File: src/rtl/ctrl_sequencer.sv
// ctrl_sequencer
// Multi-cycle instruction sequencer. It steps FETCH -> DECODE -> EXEC ->
// (MEM) -> (WB) and captures the decoder's control lines once per
// instruction, in DECODE. It also owns the memory request/ack handshake, a
// memory wait timeout, halt/resume, and the retired-instruction counter.
//
// Ports
//   clk, rst          clock, synchronous active-high reset
//   halt_i .. jump_i  decoder control lines, sampled only in DECODE
//   cond_true_i       branch condition, used only in EXEC
//   mem_ack           memory acknowledge
//   resume            leave HALTED
//   fetch_req, ir_we  instruction fetch request, IR load strobe
//   mem_req, mem_we   data memory request and write qualifier
//   pc_we, pc_sel_tgt PC update strobe, 1 = load target / 0 = PC+2
//   rf_we             register file write strobe
//   halted, err       HALTED indicator, sticky memory timeout flag
//   state             FSM state (debug): FETCH=0 DECODE=1 EXEC=2 MEM=3 WB=4 HALTED=5
//   retired           retired-instruction count, wraps
//
// Handshake: a request (fetch_req in FETCH, mem_req in MEM) stays high until
// the first cycle where mem_ack is also high. That cycle completes the
// transfer. mem_ack has no effect while neither request is high.
module ctrl_sequencer #(
    parameter int CNT_W   = 16,
    parameter int TIMEOUT = 15
) (
    input  logic             clk,
    input  logic             rst,
    input  logic             halt_i,
    input  logic             reg_write_i,
    input  logic             mem_write_i,
    input  logic             sel_wb_i,
    input  logic             branch_i,
    input  logic             jump_i,
    input  logic             cond_true_i,
    input  logic             mem_ack,
    input  logic             resume,
    output logic             fetch_req,
    output logic             ir_we,
    output logic             mem_req,
    output logic             mem_we,
    output logic             pc_we,
    output logic             pc_sel_tgt,
    output logic             rf_we,
    output logic             halted,
    output logic             err,
    output logic [2:0]       state,
    output logic [CNT_W-1:0] retired
);

    typedef enum logic [2:0] {
        ST_FETCH  = 3'd0,
        ST_DECODE = 3'd1,
        ST_EXEC   = 3'd2,
        ST_MEM    = 3'd3,
        ST_WB     = 3'd4,
        ST_HALTED = 3'd5
    } state_e;

    // A timeout fires in the waiting cycle that would bring the count to TIMEOUT.
    localparam logic [7:0] TMO_LAST = 8'(TIMEOUT - 1);

    state_e           state_q, state_d;
    logic             reg_write_l_q, reg_write_l_d;
    logic             mem_write_l_q, mem_write_l_d;
    logic             sel_wb_l_q, sel_wb_l_d;
    logic             branch_l_q, branch_l_d;
    logic             jump_l_q, jump_l_d;
    logic [7:0]       tmo_cnt_q, tmo_cnt_d;
    logic             err_q, err_d;
    logic [CNT_W-1:0] retired_q, retired_d;

    logic             retire;
    logic             waiting;

    always_comb begin
        state_d       = state_q;
        reg_write_l_d = reg_write_l_q;
        mem_write_l_d = mem_write_l_q;
        sel_wb_l_d    = sel_wb_l_q;
        branch_l_d    = branch_l_q;
        jump_l_d      = jump_l_q;
        err_d         = err_q;
        retire        = 1'b0;
        waiting       = 1'b0;

        unique case (state_q)
            ST_FETCH: begin
                if (mem_ack) begin
                    state_d = ST_DECODE;
                end else if (tmo_cnt_q == TMO_LAST) begin
                    state_d = ST_HALTED;
                    err_d   = 1'b1;
                end else begin
                    waiting = 1'b1;
                end
            end
            ST_DECODE: begin
                reg_write_l_d = reg_write_i;
                mem_write_l_d = mem_write_i;
                sel_wb_l_d    = sel_wb_i;
                branch_l_d    = branch_i;
                jump_l_d      = jump_i;
                // halt acts right here, so it never has to be held past DECODE.
                if (halt_i) begin
                    state_d = ST_HALTED;
                    retire  = 1'b1;
                end else begin
                    state_d = ST_EXEC;
                end
            end
            ST_EXEC: begin
                if (mem_write_l_q || sel_wb_l_q) begin
                    state_d = ST_MEM;
                end else if (reg_write_l_q) begin
                    state_d = ST_WB;
                end else begin
                    state_d = ST_FETCH;
                    retire  = 1'b1;
                end
            end
            ST_MEM: begin
                if (mem_ack) begin
                    if (sel_wb_l_q && reg_write_l_q) begin
                        state_d = ST_WB;
                    end else begin
                        state_d = ST_FETCH;
                        retire  = 1'b1;
                    end
                end else if (tmo_cnt_q == TMO_LAST) begin
                    state_d = ST_HALTED;
                    err_d   = 1'b1;
                end else begin
                    waiting = 1'b1;
                end
            end
            ST_WB: begin
                state_d = ST_FETCH;
                retire  = 1'b1;
            end
            ST_HALTED: begin
                if (resume) begin
                    state_d = ST_FETCH;
                end
            end
            default: begin
                state_d = ST_FETCH;
            end
        endcase

        // The count runs only while a request waits in the same state.
        // An ack, a timeout or any other state change clears it.
        tmo_cnt_d = waiting ? (tmo_cnt_q + 8'd1) : 8'd0;
        retired_d = retired_q + {{(CNT_W-1){1'b0}}, retire};
    end

    always_ff @(posedge clk) begin
        if (rst) begin
            state_q       <= ST_FETCH;
            reg_write_l_q <= 1'b0;
            mem_write_l_q <= 1'b0;
            sel_wb_l_q    <= 1'b0;
            branch_l_q    <= 1'b0;
            jump_l_q      <= 1'b0;
            tmo_cnt_q     <= 8'd0;
            err_q         <= 1'b0;
            retired_q     <= '0;
        end else begin
            state_q       <= state_d;
            reg_write_l_q <= reg_write_l_d;
            mem_write_l_q <= mem_write_l_d;
            sel_wb_l_q    <= sel_wb_l_d;
            branch_l_q    <= branch_l_d;
            jump_l_q      <= jump_l_d;
            tmo_cnt_q     <= tmo_cnt_d;
            err_q         <= err_d;
            retired_q     <= retired_d;
        end
    end

    // Outputs are decoded from registered state only. There are two
    // exceptions: ir_we follows mem_ack within the fetch cycle, and
    // pc_sel_tgt uses the EXEC-time condition. rst forces every output low,
    // so nothing strobes on a reset edge.
    always_comb begin
        fetch_req  = !rst && (state_q == ST_FETCH);
        ir_we      = fetch_req && mem_ack;
        mem_req    = !rst && (state_q == ST_MEM);
        mem_we     = mem_req && mem_write_l_q;
        pc_we      = !rst && (state_q == ST_EXEC);
        pc_sel_tgt = pc_we && (jump_l_q || (branch_l_q && cond_true_i));
        rf_we      = !rst && (state_q == ST_WB);
        halted     = !rst && (state_q == ST_HALTED);
        err        = !rst && err_q;
        state      = rst ? 3'd0 : state_q;
        retired    = rst ? '0 : retired_q;
    end

endmodule

File: config.mk
export PLATFORM = sky130hd
export DESIGN_NAME = ctrl_sequencer
export DESIGN_NICKNAME = d
export VERILOG_FILES = /design/src/rtl/ctrl_sequencer.sv
export SDC_FILE = /design/constraint.sdc
export NUM_CORES = 1
export LEC_CHECK = 0
export ABC_AREA = 1
export CORE_MARGIN = 5
export CORE_UTILIZATION = 50
export DETAILED_ROUTE_END_ITERATION = 6
export PLACE_DENSITY_LB_ADDON = 0.1
export SLEW_MARGIN = 10
export SYNTH_ARGS = -nofsm -noshare
export SYNTH_HDL_FRONTEND = slang
export SYNTH_SLANG_ARGS = --single-unit
File: constraint.sdc
create_clock -name clk -period 4.5 [get_ports clk]
set_input_delay 0.9 -clock clk [delete_from_list [all_inputs] [get_ports clk]]
set_output_delay 0.9 -clock clk [all_outputs]
set_load 0.05 [all_outputs]
==> results.txt <==
Starting Density -> 52.2%
LEAKAGE -> 0.874 nW
Tcrit/Tclk final -> 77.1%
PwrDens -> 280 nW/µm²
cts bufs inserted -> 5
RSZ-0062 raised after global routing -> no
clock group share of total power -> 30.4%
Multi-input gate area -> 912 µm²
initial antenna violation count -> 0
routability cong. -> 0.875
1st-iter DRT viols -> 94
Site Rows -> 21
die height -> 69.2 µm
sequential element share of the synthesized area -> 37.7%
Synth area leaders -> dfxtp_1 38%, nor2_1 13%, nand2_1 9.0%, inv_1 8.3%, a21oi_1 4.6%
f_max -> 0.288 GHz
P_int -> 0.436 mW
worst-margin pin slew -> 0.506 ns
Post-synth EDFFs -> 0
Filler Cells Inserted -> 336
CTS Sinks -> 33
Comb pwr share -> 18.4%
Diodes inserted -> 0
switching share of total power -> 30.0%
grt ovf -> 0
post-route antenna net violation count -> 0
IO Port Bufs -> 38
syn_nets -> 277
Worst-path clk slew -> 0.10 ns
total power -> 0.622 mW
Worst EP required -> 3.60 ns
top cells by count, synth -> 60 x nor2_1, 42 x nand2_1, 39 x inv_1
first-pass GRT wire length -> 6.33 mm
vias post-DR -> 1660
share of cells above drive strength 1 -> 8.64%
hold buffers post-CTS -> 0
Final Non-Filler Cells -> 347
Psw -> 0.186 mW
WP data arrival -> 2.57 ns
R2R Path Start -> state_q[2]$_SDFFE_PP0P_
Yosys reg bits -> 33
H-tree depth -> 2
Hold Vio Cnt, Final -> 0
cts repair resizes -> 0
Total Nets Final -> 316
MaxCap Viol Count -> 0
share of the synthesized area in the top cell type -> 37.7%
pin count of the biggest net entering global routing -> 44
Area Growth Syn to Fin -> 26.6%
Worst Setup SP -> rst
count leader, synth -> nor2_1
Synth async-reset ratio -> 0%
warnings from Yosys -> 0
CP max FO -> 43
count of final setup violators -> 0
Total Wirelength -> 3.68 mm
postcts setup bufs -> 0
status -> completed
post-layout util -> 66.0%
Pins Over Slew Limit -> 0
Fin Clk Skew -> 0.00674 ns
top_reg_cell synth -> dfxtp_1
placed cells -> 339
drt via density -> 4.78
DRC viols -> 0
Setup TNS -> 0 ns
clk_lat worst skew -> 0.33 ns
Worst slew margin -> 66.2%
kind of critical path -> input pin to primary output
sequential cell area -> 661 µm²
total track usage -> 15.8%
Final min period -> 3.47 ns
post-synthesis cell count -> 261
vias in the first global route -> 1475
root buf cell -> clkbuf_4
DR WL/cell -> 10.6 µm
hold path start -> jump_l_q$_SDFFE_PP0N_
Flop pwr share -> 51.2%
die area -> 4790 µm²
core area -> 3360 µm²
Ports -> 39
Mapped Area -> 1750 µm²
Syn Area/Cell -> 6.72 µm²
dpl hpwl -> 2.86 mm
Yosys top cell by area -> dfxtp_1
Max VDD drop -> 0.000164 V
TritonRoute pass-1 iters -> 4
CTS tree -> built
crit start category -> input pin
crit path capture type -> primary output
Max clock buf depth -> 2
worst min-delay path category -> register to register
Synth cell types -> 25
die width -> 69.2 µm
[power groups by stage]
stage | clock network [mW] | logic [mW] | registers, mW
2_1_floorplan | 0 | 0.0848 | 0.322
3_3_place_gp | 0 | 0.114 | 0.324
3_5_place_dp | 0 | 0.115 | 0.325
4_1_cts | 0.197 | 0.115 | 0.318
5_1_grt | 0.209 | 0.129 | 0.320
6_report | 0.189 | 0.115 | 0.318
[per-layer routing]
layer  track usage [%]  wire, µm
met5                 0         0
met4              4.56        33
met3              3.91       176
met2              26.7      1700
met1              19.7      1770
[worst max-delay path, cell delays in order]
cell             delay (ns)
clkdlybuf4s50_1        0.45
buf_4                  0.38
nor2_1                 0.11
clkdlybuf4s50_1        0.72
[through the flow]
| step | hold WS (ns) | instance area (µm²) | setup WS [ns] |
|---|---|---|---|
| floorplan | 0.423 | 1750 | 1.25 |
| CTS | 0.460 | 2220 | 1.01 |
| global placement | 0.439 | 2150 | 1.03 |
| detailed placement | 0.445 | 2150 | 1.00 |
| global route | 0.484 | 2220 | 0.911 |
| finish | 0.457 | 2220 | 1.03 |
[cell families after synthesis]
family                     share of synthesized area [%]
adders and majority gates                           3.57
DFF                                                 37.7
AOI/OAI and AO/OA                                   9.42
xor gates and xnor gates                            4.49
buffers and inverters                               10.3
and+or+nand+nor                                     34.5
[area by class of cell]
| cell class | count | area share [%] |
|---|---|---|
| clock buffer | 7 | 2.93 |
| multi-input combinational | 181 | 41.1 |
| clock inverter | 1 | 0.225 |
| inverter | 40 | 6.76 |
| sequential | 33 | 29.7 |
| tap | 46 | 2.59 |
| timing repair buffer | 39 | 16.7 |
[final timing paths]
kind,to,slack [ns],cells past startpoint
hold / removal,jump_l_q$_SDFFE_PP0N_,0.46,2
setup reg to reg,retired_q[8]$_SDFF_PP0_,2.32,12
setup / recovery,state[1],1.03,4
hold reg to reg,jump_l_q$_SDFFE_PP0N_,0.46,2
[flip-flops by register name, indices dropped and copies added, names as in the netlist]
| register | cells |
|---|---|
| branch_l_q | 1 |
| err_q | 1 |
| jump_l_q | 1 |
| mem_write_l_q | 1 |
| reg_write_l_q | 1 |
| retired_q | 16 |
| sel_wb_l_q | 1 |
| state_q | 3 |
| tmo_cnt_q | 8 |
[cells in the final DEF (no fill, tap or decap)]
master	instances
o2111ai_1	1
nand3b_1	1
nor4_4	1
a21oi_1	16
nand4_1	5
inv_2	1
o21ai_0	12
clkdlybuf4s50_1	31
clkbuf_4	5
nor2_2	2
nand2_2	3
inv_1	39
xnor2_1	3
nor3_1	4
clkbuf_8	2
o21bai_1	1
nand3_1	16
nor2_1	60
nand3b_4	1
buf_4	8
ha_1	5
nand2_1	42
clkinv_2	1
xor2_1	6
nor2_4	1
a21oi_2	1
dfxtp_1	33
Power figures use the tool's default switching activity.
